File: src/rtl/uart_rx_pkg.sv
// Shared types and helpers for the parametrised UART receiver.
`timescale 1ns/1ps
package uart_rx_pkg;

    // Receiver FSM states
    typedef enum logic [2:0] {
        ST_IDLE,
        ST_START,
        ST_DATA,
        ST_PARITY,
        ST_STOP
    } rx_state_e;

    // Parity modes
    localparam int PAR_NONE = 0;
    localparam int PAR_EVEN = 1;
    localparam int PAR_ODD  = 2;

    // Clocks per oversample tick, truncated, never below one
    function automatic int calc_div(input int clk_hz, input int baud, input int os);
        int d;
        d = clk_hz / (baud * os);
        if (d < 1) d = 1;
        return d;
    endfunction

endpackage

File: src/rtl/uart_rx_fifo.sv
// Small synchronous FIFO holding received words. Pointers carry one
// extra wrap bit so full/empty are decoded from an MSB compare.
`timescale 1ns/1ps
module uart_rx_fifo
    import uart_rx_pkg::*;
#(
    parameter int WIDTH = 10,
    parameter int DEPTH = 4
) (
    input  logic             clk,
    input  logic             rst_n,
    input  logic             i_push,
    input  logic [WIDTH-1:0] i_wdata,
    input  logic             i_pop,
    output logic             o_full,
    output logic             o_empty,
    output logic             o_drop,
    output logic [WIDTH-1:0] o_head
);
    localparam int AW = $clog2(DEPTH);

    logic [WIDTH-1:0] r_mem [DEPTH];
    logic [AW:0]      r_wr_ptr;
    logic [AW:0]      r_rd_ptr;
    logic             w_do_push;
    logic             w_do_pop;

    assign o_empty   = (r_wr_ptr == r_rd_ptr);
    assign o_full    = (r_wr_ptr[AW] != r_rd_ptr[AW]) &&
                       (r_wr_ptr[AW-1:0] == r_rd_ptr[AW-1:0]);
    assign w_do_pop  = i_pop && !o_empty;
    // A pop in the same cycle frees the slot, so a full FIFO still accepts
    assign w_do_push = i_push && (!o_full || w_do_pop);
    assign o_drop    = i_push && !w_do_push;
    assign o_head    = r_mem[r_rd_ptr[AW-1:0]];

    // Storage write; contents need no reset since empty masks them
    always_ff @(posedge clk) begin
        if (w_do_push) r_mem[r_wr_ptr[AW-1:0]] <= i_wdata;
    end

    // Read/write pointer advance
    always_ff @(posedge clk or negedge rst_n) begin
        if (!rst_n) begin
            r_wr_ptr <= '0;
            r_rd_ptr <= '0;
        end else begin
            if (w_do_push) r_wr_ptr <= r_wr_ptr + 1'b1;
            if (w_do_pop)  r_rd_ptr <= r_rd_ptr + 1'b1;
        end
    end

endmodule

File: src/rtl/uart_rx_param.sv
// Parametrised UART receiver: synchroniser, oversampled bit timing with
// false-start rejection, parity/framing checks and an output FIFO.
// Optional build macro UART_RX_MAJORITY_VOTE_EN replaces the single
// centre sample with a 2-of-3 vote over consecutive ticks.
`timescale 1ns/1ps
module uart_rx_param
    import uart_rx_pkg::*;
#(
    parameter int CLK_FREQ_HZ = 1_000_000,
    parameter int BAUD        = 9600,
    parameter int OVERSAMPLE  = 8,
    parameter int DATA_BITS   = 8,
    parameter int PARITY      = 0,
    parameter int STOP_BITS   = 1,
    parameter int FIFO_DEPTH  = 4
) (
    input  logic                 clk,
    input  logic                 rst_n,
    input  logic                 rx,
    output logic [DATA_BITS-1:0] data_out,
    output logic                 data_valid,
    input  logic                 data_ready,
    output logic                 parity_err,
    output logic                 frame_err,
    output logic                 overrun
);
    localparam int DIV     = calc_div(CLK_FREQ_HZ, BAUD, OVERSAMPLE);
    localparam int DIV_W   = (DIV > 1) ? $clog2(DIV) : 1;
    localparam int TICK_W  = $clog2(OVERSAMPLE);
    localparam int ENTRY_W = DATA_BITS + 2;
    localparam logic [DIV_W-1:0]  DIV_LAST  = DIV_W'(DIV - 1);
    localparam logic [TICK_W-1:0] HALF_LAST = TICK_W'(OVERSAMPLE / 2 - 1);
    localparam logic [TICK_W-1:0] FULL_LAST = TICK_W'(OVERSAMPLE - 1);
    localparam logic [3:0]        DATA_LAST = 4'(DATA_BITS - 1);
    localparam logic [3:0]        STOP_LAST = 4'(STOP_BITS - 1);

    rx_state_e            r_state;
    rx_state_e            w_state_next;
    logic                 r_sync1;
    logic                 r_rxs;
    logic                 r_rxs_prev;
    logic [DIV_W-1:0]     r_div_cnt;
    logic [TICK_W-1:0]    r_tick_cnt;
    logic [3:0]           r_bit_cnt;
    logic [DATA_BITS-1:0] r_shift;
    logic                 r_perr;
    logic                 r_ferr;
    logic                 r_overrun;
    logic                 w_fall;
    logic                 w_tick;
    logic                 w_centre;
    logic                 w_bit;
    logic                 w_push;
    logic                 w_pop;
    logic                 w_full;
    logic                 w_empty;
    logic                 w_drop;
    logic [ENTRY_W-1:0]   w_entry;
    logic [ENTRY_W-1:0]   w_head;

    // Two-flop synchroniser plus previous value for edge detect, idle high
    always_ff @(posedge clk or negedge rst_n) begin
        if (!rst_n) begin
            r_sync1    <= 1'b1;
            r_rxs      <= 1'b1;
            r_rxs_prev <= 1'b1;
        end else begin
            r_sync1    <= rx;
            r_rxs      <= r_sync1;
            r_rxs_prev <= r_rxs;
        end
    end

    assign w_fall   = r_rxs_prev && !r_rxs;
    assign w_tick   = (r_state != ST_IDLE) && (r_div_cnt == DIV_LAST);
    assign w_centre = w_tick &&
                      (r_tick_cnt == ((r_state == ST_START) ? HALF_LAST : FULL_LAST));

    // Tick divider, held at zero in IDLE so bit phase follows the falling edge
    always_ff @(posedge clk or negedge rst_n) begin
        if (!rst_n)                    r_div_cnt <= '0;
        else if (r_state == ST_IDLE)   r_div_cnt <= '0;
        else if (w_tick)               r_div_cnt <= '0;
        else                           r_div_cnt <= r_div_cnt + DIV_W'(1);
    end

    // Ticks within the current bit; wraps at each bit centre
    always_ff @(posedge clk or negedge rst_n) begin
        if (!rst_n)                    r_tick_cnt <= '0;
        else if (r_state == ST_IDLE)   r_tick_cnt <= '0;
        else if (w_centre)             r_tick_cnt <= '0;
        else if (w_tick)               r_tick_cnt <= r_tick_cnt + TICK_W'(1);
    end

`ifdef UART_RX_MAJORITY_VOTE_EN
    logic [1:0] r_hist;

    // Line history at the two preceding ticks; the vote closes on the
    // centre tick so every decision lands on the same clock as the
    // single-sample build
    always_ff @(posedge clk or negedge rst_n) begin
        if (!rst_n)      r_hist <= 2'b11;
        else if (w_tick) r_hist <= {r_hist[0], r_rxs};
    end

    assign w_bit = (r_hist[1] & r_hist[0]) | (r_hist[1] & r_rxs) | (r_hist[0] & r_rxs);
`else
    assign w_bit = r_rxs;
`endif

    // FSM state register
    always_ff @(posedge clk or negedge rst_n) begin
        if (!rst_n) r_state <= ST_IDLE;
        else        r_state <= w_state_next;
    end

    // Next-state decode and push strobe
    always_comb begin
        w_state_next = r_state;
        w_push       = 1'b0;
        case (r_state)
            ST_IDLE:   if (w_fall) w_state_next = ST_START;
            ST_START:  if (w_centre) w_state_next = w_bit ? ST_IDLE : ST_DATA;
            ST_DATA:   if (w_centre && (r_bit_cnt == DATA_LAST))
                           w_state_next = (PARITY != PAR_NONE) ? ST_PARITY : ST_STOP;
            ST_PARITY: if (w_centre) w_state_next = ST_STOP;
            ST_STOP:   if (w_centre && (r_bit_cnt == STOP_LAST)) begin
                           w_state_next = ST_IDLE;
                           w_push       = 1'b1;
                       end
            default:   w_state_next = ST_IDLE;
        endcase
    end

    // Data shifter, bit counter and per-word error flags
    always_ff @(posedge clk or negedge rst_n) begin
        if (!rst_n) begin
            r_bit_cnt <= '0;
            r_shift   <= '0;
            r_perr    <= 1'b0;
            r_ferr    <= 1'b0;
        end else begin
            case (r_state)
                ST_IDLE: if (w_fall) begin
                    r_bit_cnt <= '0;
                    r_perr    <= 1'b0;
                    r_ferr    <= 1'b0;
                end
                ST_DATA: if (w_centre) begin
                    r_shift   <= {w_bit, r_shift[DATA_BITS-1:1]};
                    r_bit_cnt <= (r_bit_cnt == DATA_LAST) ? 4'd0 : r_bit_cnt + 4'd1;
                end
                ST_PARITY: if (w_centre) begin
                    r_perr <= (PARITY == PAR_EVEN) ? (^r_shift ^ w_bit) : ~(^r_shift ^ w_bit);
                end
                ST_STOP: if (w_centre) begin
                    if (!w_bit) r_ferr <= 1'b1;
                    r_bit_cnt <= r_bit_cnt + 4'd1;
                end
                default: ;
            endcase
        end
    end

    // The final stop sample folds straight into the pushed frame flag
    assign w_entry = {r_shift, r_perr, r_ferr | !w_bit};
    assign w_pop   = data_ready && !w_empty;

    uart_rx_fifo #(
        .WIDTH (ENTRY_W),
        .DEPTH (FIFO_DEPTH)
    ) u_fifo (
        .clk     (clk),
        .rst_n   (rst_n),
        .i_push  (w_push),
        .i_wdata (w_entry),
        .i_pop   (w_pop),
        .o_full  (w_full),
        .o_empty (w_empty),
        .o_drop  (w_drop),
        .o_head  (w_head)
    );

    // Sticky overrun, cleared by the next successful pop
    always_ff @(posedge clk or negedge rst_n) begin
        if (!rst_n)      r_overrun <= 1'b0;
        else if (w_drop) r_overrun <= 1'b1;
        else if (w_pop)  r_overrun <= 1'b0;
    end

    assign data_valid = !w_empty;
    assign data_out   = w_empty ? '0 : w_head[ENTRY_W-1:2];
    assign parity_err = !w_empty && w_head[1];
    assign frame_err  = !w_empty && w_head[0];
    assign overrun    = r_overrun;

endmodule

File: config.mk
export PLATFORM = sky130hd
export DESIGN_NAME = uart_rx_param
export DESIGN_NICKNAME = d
export VERILOG_FILES = /design/src/rtl/uart_rx_pkg.sv /design/src/rtl/uart_rx_fifo.sv /design/src/rtl/uart_rx_param.sv
export SDC_FILE = /design/constraint.sdc
export NUM_CORES = 1
export LEC_CHECK = 0
export ABC_AREA = 1
export CORE_MARGIN = 2
export CORE_UTILIZATION = 35
export DETAILED_ROUTE_END_ITERATION = 16
export PLACE_DENSITY = 0.47
export SLEW_MARGIN = 20
export SYNTH_ARGS = -nofsm -noshare
export SYNTH_HDL_FRONTEND = slang
export SYNTH_HIERARCHICAL = 1
export SYNTH_SLANG_ARGS = --single-unit
File: constraint.sdc
create_clock -name clk -period 2.9 [get_ports clk]
set_clock_uncertainty 0.05 [all_clocks]
set_input_delay 0.725 -clock clk [delete_from_list [all_inputs] [get_ports clk]]
set_output_delay 0.725 -clock clk [all_outputs]
set_load 0.01 [all_outputs]
=== Yosys cells after proc, flatten, opt, wreduce, memory -nomap -nowiden ===
Memory sizes are Yosys's and may differ from the RTL's.
Index checks and enable logic that the tools add are counted.

* Register bits after elaboration: 34
* Bits in latches: 0
* RAM bits: 40
* ROM bits: 0
* Input port bits: 4
* Output and inout port bits: 12
* Logic and storage cells: 102
* Memories: 1

* $add $sub $neg: 5
* Multipliers: 0
* Divide/modulo/power cells: 0
* $lt $le $gt $ge: 0
* Equal/unequal tests: 18
* Shift operators: 0
* Muxes and demuxes: 31
* Bitwise gates (word level): 3
* Reduce and logical (&&, ||, !) cells: 31

{| class="wikitable"
|+ Memories
! name !! depth !! width !! read ports !! clocked after Yosys merged registers in !! wr ports !! RTL line !! source
|-
| u_fifo.r_mem || 4 || 10 || 1 || 0 || 1 || uart_rx_fifo.sv:22 || <nowiki>logic [WIDTH-1:0] r_mem [DEPTH];</nowiki>
|}

{| class="wikitable"
|+ Operators with widths
! kind !! count
|-
| 2-to-1 mux 3 bit || 9
|-
| 2-to-1 mux 4 bit || 6
|-
| inequality test 2 bit, second input constant || 8
|-
| case mux 3 bit (5 select lines) || 1
|-
| logical AND 1 bit || 12
|-
| case mux 4 bit (3 select lines) || 1
|-
| 2-to-1 mux 1 bit || 10
|-
| adder 3 x 1 -> 3 bit, second input constant || 3
|-
| nonzero test 3 bit || 3
|-
| adder 4 x 1 -> 4 bit, second input constant || 2
|-
| 2-to-1 mux 8 bit || 1
|-
| AND reduction 4 bit || 2
|-
| XOR reduction 8 bit || 1
|-
| equality test 3 x 2 -> 1 bit, second input constant || 2
|-
| equality test 3 bit || 2
|-
| nonzero test 2 bit || 3
|-
| AND reduction 5 bit || 1
|-
| equality test 4 x 3 -> 1 bit, second input constant || 1
|-
| equality test 4 bit, second input constant || 1
|-
| logical NOT 1 bit || 4
|-
| logical NOT 4 bit || 1
|-
| case mux 1 bit (2 select lines) || 2
|-
| equality test 3 x 1 -> 1 bit, second input constant || 1
|-
| equality test 3 bit, second input constant || 1
|-
| other kinds (10) || 10
|}

=== Logic depth before layout (Yosys ltp) ===
Gate-level depths: netlist of run 1.

* Depth in word-level cells: 11
* Mapped depth: 12
* Gate-level depth less buffers: 12

=== Modules after synthesis ===
Netlist of run 1, hierarchy kept.

{| class="wikitable"
|+ By module, submodules not included
! module !! instances !! cells an instance !! area an instance (µm²) !! sequential area each (µm²)
|-
| uart_rx_fifo || 1 || 158 || 1930.6 || 1351.3
|-
| uart_rx_param || 1 || 222 || 1662.8 || 704.4
|}

=== Worst setup path before layout of run 1 ===
Ideal clock, no wire load.

* Path kind: register -> register
* From: register r_div_cnt[0]
* To: memory u_fifo.r_mem[0][0], enable pin
* Setup time: 0.376 ns
* Arrival time: 2.102 ns
* Required time: 2.474 ns
* Path slack: 0.371 ns
* Cell stages (with the launch flop): 9
* Buffers on the path: 0
* Period minus slack after synthesis: 2.529 ns
* Cells stage by stage: dfrtp_1 -> inv_1 -> ha_1 -> nand3_2 -> nor2_8 -> nand4_1 -> nor3_1 -> nand2_4 -> nor2_1

* Cells in the longest elaborated chain, start to end: 9

{| class="wikitable"
|+ RTL lines
! element !! RTL line !! source
|-
| from (decl) || uart_rx_param.sv:42 || <nowiki>logic [DIV_W-1:0] r_div_cnt;</nowiki>
|-
| from (signal assigned) || uart_rx_param.sv:84 || <nowiki>else r_div_cnt <= r_div_cnt + DIV_W'(1);</nowiki>
|-
| equality test 4 bit || uart_rx_param.sv:75 || <nowiki>assign w_tick = (r_state != ST_IDLE) && (r_div_cnt == DIV_LAST);</nowiki>
|-
| logical AND 1 bit || uart_rx_param.sv:75 ||
|-
| logical AND 1 bit || uart_rx_param.sv:76 || <nowiki>assign w_centre = w_tick &&</nowiki>
|-
| logical AND 1 bit || uart_rx_param.sv:127 || <nowiki>ST_STOP: if (w_centre && (r_bit_cnt == STOP_LAST)) begin</nowiki>
|-
| 2-to-1 mux 1 bit || uart_rx_param.sv:127 ||
|-
| 2-to-1 mux 1 bit || uart_rx_param.sv:121 || <nowiki>case (r_state)</nowiki>
|-
| net w_push || uart_rx_param.sv:53 || <nowiki>logic w_push;</nowiki>
|-
| logical AND 1 bit || uart_rx_fifo.sv:33 || <nowiki>assign w_do_push = i_push && (!o_full || w_do_pop);</nowiki>
|-
| 2-to-1 mux 1 bit || uart_rx_fifo.sv:39 || <nowiki>if (w_do_push) r_mem[r_wr_ptr[AW-1:0]] <= i_wdata;</nowiki>
|-
| 2-to-1 mux 1 bit (not written as such) || uart_rx_fifo.sv:39 ||
|-
| to (decl) || uart_rx_fifo.sv:22 ||
|}

The timed path passes the listed nets, and every way through them passes these cells.

=== Worst setup path in the final report of run 1 ===
* From: register u_fifo.r_wr_ptr[2]
* To: output port data_out[1]

* Cells in the longest elaborated chain, start to end: 2

{| class="wikitable"
|+ RTL lines
! element !! RTL line !! source
|-
| from (decl) || uart_rx_fifo.sv:23 || <nowiki>logic [AW:0] r_wr_ptr;</nowiki>
|-
| from (signal assigned) || uart_rx_fifo.sv:48 || <nowiki>if (w_do_push) r_wr_ptr <= r_wr_ptr + 1'b1;</nowiki>
|-
| equality test 3 bit || uart_rx_fifo.sv:28 || <nowiki>assign o_empty = (r_wr_ptr == r_rd_ptr);</nowiki>
|-
| 2-to-1 mux 8 bit || uart_rx_param.sv:192 || <nowiki>assign data_out = w_empty ? '0 : w_head[ENTRY_W-1:2];</nowiki>
|-
| to (decl) || uart_rx_param.sv:20 || <nowiki>output logic [DATA_BITS-1:0] data_out,</nowiki>
|}

Every way passes these cells.

==> flow_metrics.env, run 1 <==
export IMPL_clkSinkCount=74
export IMPL_clkPwrFrac_pct=33.5
export IMPL_instances_no_fill=551
export IMPL_pwr_density_cell_mw_per_mm2=589
export IMPL_hold_start="r_sync1$_DFF_PN1_"
export IMPL_maxSlewViolCount=0
export IMPL_wire_per_inst_um=13.3
export IMPL_r2r_slack_ps=520
export IMPL_power_switching_mw=0.775
export IMPL_crit_required_ps=2120
export IMPL_critPathKind="flip-flop to output port"
export IMPL_dp_hpwl_um=4810
export IMPL_place_area_sq_mm=0.00394
export IMPL_cts_buffers=9
export IMPL_p_leak_nw=2.03
export IMPL_vdd_drop_max_v=0.000323
export IMPL_syn_avg_cell_area_sq_um=9.49
export IMPL_dieArea_sq_mm=0.0111
export IMPL_period_share_pct=95.5
export IMPL_seq_power_share_pct=48.7
export IMPL_cts_buffer_depth=2
export IMPL_root_buffer="clkbuf_8"
export IMPL_crit_chain="inv_1 > nand2_1 > nand2_1 > inv_1 > nand3_4 > clkinvlp_4 > nor2_1 > clkdlybuf4s50_1"
export IMPL_grt_max_degree=35
export IMPL_synth_cells=378
export IMPL_syn2layout_area_growth_pct=18.3
export IMPL_gp_congestion=0.760
export IMPL_ios=16
export IMPL_cts_tree="done"
export IMPL_slowest_stage="clkdlybuf4s50_1"
export IMPL_rr_endpoint="u_fifo/r_mem[0][0]$_DFFE_PP_"
export IMPL_hold_depth=0
export IMPL_slew_limit_headroom_pct=45.4
export IMPL_fin_crit_ps=2770
export IMPL_fin_area_sq_mm=0.00424
export IMPL_drive_above_1_share_pct=15.8
export IMPL_vias=2518
export IMPL_dp_slack_ps=321
export IMPL_start_kind="flip-flop"
export IMPL_crit_arrival_ps=1990
export IMPL_r2r_start="r_div_cnt[0]$_DFF_PN0_"
export IMPL_antenna_found_initial=0
export IMPL_rr_worst_depth=10
export IMPL_rsz0062_at_grt="false"
export IMPL_fmax_mhz=361
export IMPL_grt_use_total_pct=14.4
export IMPL_cp_end_kind="output port"
export IMPL_start_util_pct=36.4
export IMPL_portBuffers=15
export IMPL_synth_nets=392
export IMPL_hold_path_endpoint="r_rxs$_DFF_PN1_"
export IMPL_finalSetupTns_ps=0
export IMPL_tightest_slew_ps=819
export IMPL_drv_cap=0
export IMPL_dp_cells=528
export IMPL_die_x_um=105
export IMPL_yosys_warnings=6
export IMPL_hold_ws_ps=309
export IMPL_finalHoldViolations=0
export IMPL_grt_pass1_vias=2415
export IMPL_die_y_um=105
export IMPL_rows=36
export IMPL_hp_class="flip-flop to flip-flop"
export IMPL_firstDrtPassIters=4
export IMPL_clkTransAtPathRegs_ps=80
export IMPL_routed_wl_um=7350
export IMPL_htree_levels=3
export IMPL_fin_nets=427
export IMPL_grt_overflow_total=0
export IMPL_drc_errors=0
export IMPL_p_int_mw=1.72
export IMPL_first_iter_violations=64
export IMPL_grt_first_pass_wirelength_um=12300
export IMPL_setup_slack_ps=132
export IMPL_sw_frac_of_total_pct=31.0
export IMPL_nFillCells=980
export IMPL_antennaDiodeCount=0
export IMPL_critPathTopFamily="buffers and inverters"
export IMPL_syn_area_sq_mm=0.00359
export IMPL_core_area_sq_mm=0.00986
export IMPL_drtAntennaViolNets=0
export IMPL_cpPeakStageDelay_ps=540
export IMPL_status="complete, no violations"
export IMPL_p_comb_share_pct=17.8
export IMPL_crit_buf_inv=4
export IMPL_viasPerCell=4.57
export IMPL_setup_violations_final=0
export IMPL_clk_insertion_delay_late_ps=350
export IMPL_crit_fanout=6
-- cell usage in the layout, fill, tap and decap left out, drive strengths merged --
master / n
clkinvlp: 4
o21ai: 31
xnor2: 2
nor2: 52
inv: 56
o21bai: 1
dfstp: 3
nand2: 91
dfrtp: 31
nor3: 3
a21boi: 1
bufinv: 1
buf: 16
or2: 1
nand4: 5
nand3: 26
dlymetal6s2s: 9
a22o: 1
xor2: 4
clkinv: 1
ha: 10
clkbuf: 9
o22ai: 11
edfxtp: 40
clkdlybuf4s50: 5
a21oi: 4
-- power by group through the flow --
stage | Combinational, mW | Clock (mW) | Sequential, mW
3_5_place_dp | 0.452 | 0 | 1.24
4_1_cts | 0.454 | 0.866 | 1.22
2_1_floorplan | 0.357 | 0 | 1.23
5_1_grt | 0.517 | 0.913 | 1.22
6_report | 0.445 | 0.836 | 1.22
3_3_place_gp | 0.443 | 0 | 1.24
-- routing by layer --
metal / GRT usage (%) / vias to the layer above / part of all wire (%)
li1: - / 1306 / -
met1: 19.0 / 1180 / 50
met2: 23.4 / 27 / 47
met3: 3.15 / 5 / 2.4
met4: 5.14 / 0 / 0.73
met5: 0 / - / 0
-- area by class of cell --
| type | instances | area [sq um] | share of cell area, % |
|---|---|---|---|
| Sequential cell | 74 | 2060 | 48.5 |
| Multi-Input combinational cell | 243 | 1310 | 30.8 |
| Timing Repair Buffer | 30 | 288 | 6.78 |
| Inverter | 54 | 210 | 4.96 |
| Tap cell | 133 | 166 | 3.92 |
| Clock buffer | 9 | 124 | 2.92 |
| Clock inverter | 7 | 81.3 | 1.92 |
| Timing Repair inverter | 1 | 7.51 | 0.177 |
-- what timing repair did --
action | CTS | global route
setup buffers | 2 | 4
gates cloned | 1 | 0
hold endpoints to repair | 0 | 0
hold buffers | 0 | 0
endpoints found under the setup margin | 11 | 11
pin swaps | 0 | 1
gates resized for setup | 3 | 14
-- sequential cells by signal, indices dropped and copies added (netlist names), 3 cells and up --
register	flops
r_bit_cnt	4
r_div_cnt	4
r_shift	8
r_state	3
r_tick_cnt	3
u_fifo/r_mem	40
u_fifo/r_rd_ptr	3
u_fifo/r_wr_ptr	3
-- worst max path at each step --
| stage | from | end | cells past startpoint |
|---|---|---|---|
| 2_1_floorplan | r_div_cnt[0]$_DFF_PN0_ | u_fifo/r_mem[0][0]$_DFFE_PP_ | 8 |
| 3_3_place_gp | u_fifo/r_wr_ptr[0]$_DFFE_PN0P_ | data_out[6] | 7 |
| 3_5_place_dp | u_fifo/r_wr_ptr[0]$_DFFE_PN0P_ | data_out[2] | 7 |
| 4_1_cts | u_fifo/r_wr_ptr[2]$_DFFE_PN0P_ | data_out[2] | 8 |
| 5_1_grt | u_fifo/r_wr_ptr[2]$_DFFE_PN0P_ | data_out[1] | 8 |
| 6_report | u_fifo/r_wr_ptr[2]$_DFFE_PN0P_ | data_out[1] | 8 |
-- through the flow --
step,total power [mW],util [%]
2_1_floorplan,1.59,-
3_3_place_gp,1.68,39.9
3_5_place_dp,1.69,39.9
4_1_cts,2.54,42.3
5_1_grt,2.65,43.0
6_report,2.50,43.0
Note: power is estimated with default switching activity, not from simulation.
==> run 2, diff against run 1 <==
SYNTH_HIERARCHICAL = default   (was 1)
==> run 2 against run 1 <==
Against the previous run: cell count down 7.4%; sequential power increased by 5%; hold slack got worse by 1.7 ps; cell area is 2.9% lower; utilization is 0.86 points lower; largest cell class unchanged; critical path type unchanged; die area fell by 1.8%; global-route usage decreased by 0.37 points; count of clock-buffer cells in the layout unchanged; via count decreased by 5.3%; fmax rose by 0.47%; critical path depth shrank 2; register-to-register slack improved by 220 ps; critical endpoint is now data_out[4].
==> flow_metrics.env, run 2 <==
export IMPL_status="complete, no violations"
export IMPL_syn2layout_area_growth_pct=17.0
export IMPL_cp_end_kind="output port"
export IMPL_tightest_slew_ps=803
export IMPL_htree_levels=3
export IMPL_cts_buffer_depth=2
export IMPL_routed_wl_um=7030
export IMPL_ys_async_sr_fraction_pct=45.9
export IMPL_crit_required_ps=2120
export IMPL_yosys_warnings=0
export IMPL_yosysTopAreaCell="edfxtp_1"
export IMPL_clkTransAtPathRegs_ps=80
export IMPL_crit_fanout=20
export IMPL_die_x_um=104
export IMPL_wire_per_inst_um=13.8
export IMPL_rows=36
export IMPL_ios=16
export IMPL_setup_violations_final=0
export IMPL_grt_max_degree=35
export IMPL_synthTopCellsByCount="72 x nand2_1, 47 x nor2_1, 40 x edfxtp_1, 32 x inv_1, 31 x dfrtp_1"
export IMPL_nFillCells=982
export IMPL_multi_input_area_sq_mm=0.00134
export IMPL_synth_cell_types=38
export IMPL_die_y_um=104
export IMPL_fin_crit_ps=2760
export IMPL_portBuffers=15
export IMPL_fin_area_sq_mm=0.00412
export IMPL_crit_arrival_ps=1980
export IMPL_drc_errors=0
export IMPL_syn_avg_cell_area_sq_um=10.2
export IMPL_grt_use_total_pct=14.0
export IMPL_antenna_found_initial=0
export IMPL_dp_hpwl_um=4580
export IMPL_yosys_most_used_dff="edfxtp_1"
export IMPL_cts_tree="done"
export IMPL_first_iter_violations=88
export IMPL_synth_edf_count=40
export IMPL_regArea_sq_mm=0.00206
export IMPL_synth_top_cell_area_share_pct=34.1
export IMPL_grt_pass1_vias=2406
export IMPL_ys_seq_area_share_pct=58.4
export IMPL_drv_cap=0
export IMPL_cts_buffers=9
export IMPL_finalHoldViolations=0
export IMPL_firstDrtPassIters=4
export IMPL_gp_congestion=0.771
export IMPL_core_area_sq_mm=0.00977
export IMPL_grt_first_pass_wirelength_um=11800
export IMPL_pwr_density_cell_mw_per_mm2=836
export IMPL_ys_seq_elements=74
export IMPL_fin_nets=386
export IMPL_mostFrequentLayoutCell="nand2_1"
export IMPL_synth_cells=346
export IMPL_dieArea_sq_mm=0.0109
export IMPL_slew_limit_headroom_pct=46.4
export IMPL_start_kind="flip-flop"
export IMPL_clk_insertion_delay_late_ps=340
export IMPL_synth_nets=360
export IMPL_drtAntennaViolNets=0
export IMPL_syn_area_sq_mm=0.00352
export IMPL_root_buffer="clkbuf_8"
export IMPL_fin_util_pct=42.1
export IMPL_fmax_mhz=363
export IMPL_vdd_drop_max_v=0.000267
export IMPL_period_share_pct=95.0
export IMPL_start_util_pct=36.0
export IMPL_clkSinkCount=74
export IMPL_synth_most_common_cell="nand2_1"
export IMPL_hp_class="flip-flop to flip-flop"
export IMPL_synth_area_top_cells="edfxtp_1 34%, dfrtp_1 22%, nand2_1 7.7%"
export IMPL_place_area_sq_mm=0.00384
export IMPL_largest_register_ffs=40
export IMPL_drive_above_1_share_pct=16.4
export IMPL_grt_overflow_total=0
export IMPL_critPathKind="flip-flop to output port"
export IMPL_p_leak_nw=1.81
export IMPL_maxSlewViolCount=0
export IMPL_viasPerCell=4.68
export IMPL_layout_common_cells="71 x nand2_1, 47 x nor2_1, 40 x edfxtp_1, 30 x inv_1, 30 x dfrtp_1"
export IMPL_antennaDiodeCount=0
export IMPL_vias=2385
-- run 2: through the flow --
step / instances / setup slack (ps) / power [mW] / hold WS, ps / TNS [ps]
6_report: 510 / 145 / 3.44 / 308 / 0
5_1_grt: 510 / -24.8 / 3.71 / 315 / -24.8
4_1_cts: 508 / 8.42 / 3.40 / 308 / 0
3_5_place_dp: 492 / 220 / 2.57 / 297 / 0
3_3_place_gp: 492 / 241 / 2.56 / 299 / 0
2_1_floorplan: 346 / 724 / 2.14 / 295 / 0
-- run 2: cell families after synthesis --
family                     synth area share, %
and+or+nand+nor                           20.8
adders and majority gates                 3.55
xor gates and xnor gates                  3.48
buffers and inverters                     5.23
AOI/OAI and AO/OA                         8.50
DFF                                       58.4
-- run 2: cell type report --
type	count	share of cell area, %
Clock buffer	9	3.01
Clock inverter	7	1.67
Inverter	37	3.49
Multi-Input combinational cell	227	32.4
Sequential cell	74	49.9
Tap cell	133	4.04
Timing Repair Buffer	23	5.44
-- run 2: timing repair --
| action | in CTS | in global routing |
|---|---|---|
| hold buffers | 0 | 0 |
| resized for setup | 5 | 14 |
| setup endpoints to repair | 11 | 11 |
| cloned | 0 | 1 |
| endpoints found under the hold margin | 0 | 0 |
| buffers inserted | 0 | 1 |
| pin swaps | 0 | 1 |
-- run 2: critical path, cell delays in order (launching register included) --
cell	delay (ps)
dfrtp_2	410
buf_6	200
nor2_1	90
o32ai_2	270
nand2_1	80
inv_1	60
clkdlybuf4s50_1	530
-- run 2: power breakdown --
| part | switching (mW) | total, mW | internal [mW] |
|---|---|---|---|
| Sequential | 0.0891 | 1.28 | 1.19 |
| Clock | 0.394 | 0.790 | 0.396 |
| Combinational | 0.790 | 1.37 | 0.582 |
-- run 2: per-layer routing --
| layer | global-route usage (%) | vias up | wire (um) |
|---|---|---|---|
| li1 | - | 1205 | - |
| met1 | 18.2 | 1147 | 3380 |
| met4 | 4.63 | 0 | 93 |
| met3 | 3.45 | 7 | 190 |
| met5 | 0 | - | 0 |
| met2 | 23.0 | 26 | 3370 |
-- run 2: worst paths after layout --
check / from / end / slack (ps) / cells past startpoint
min in group asynchronous: rst_n / r_div_cnt[0]$_DFF_PN0_ / 420 / 1
worst min register to register: r_sync1$_DFF_PN1_ / r_rxs$_DFF_PN1_ / 310 / 0
worst min-delay path: r_sync1$_DFF_PN1_ / r_rxs$_DFF_PN1_ / 310 / 0
worst max register to register: r_div_cnt[0]$_DFF_PN0_ / u_fifo.r_mem[0][2]$_DFFE_PP_ / 740 / 9
max in group asynchronous: rst_n / u_fifo.r_rd_ptr[0]$_DFFE_PN0P_ / 1830 / 1
worst max-delay path: u_fifo.r_rd_ptr[0]$_DFFE_PN0P_ / data_out[4] / 140 / 6
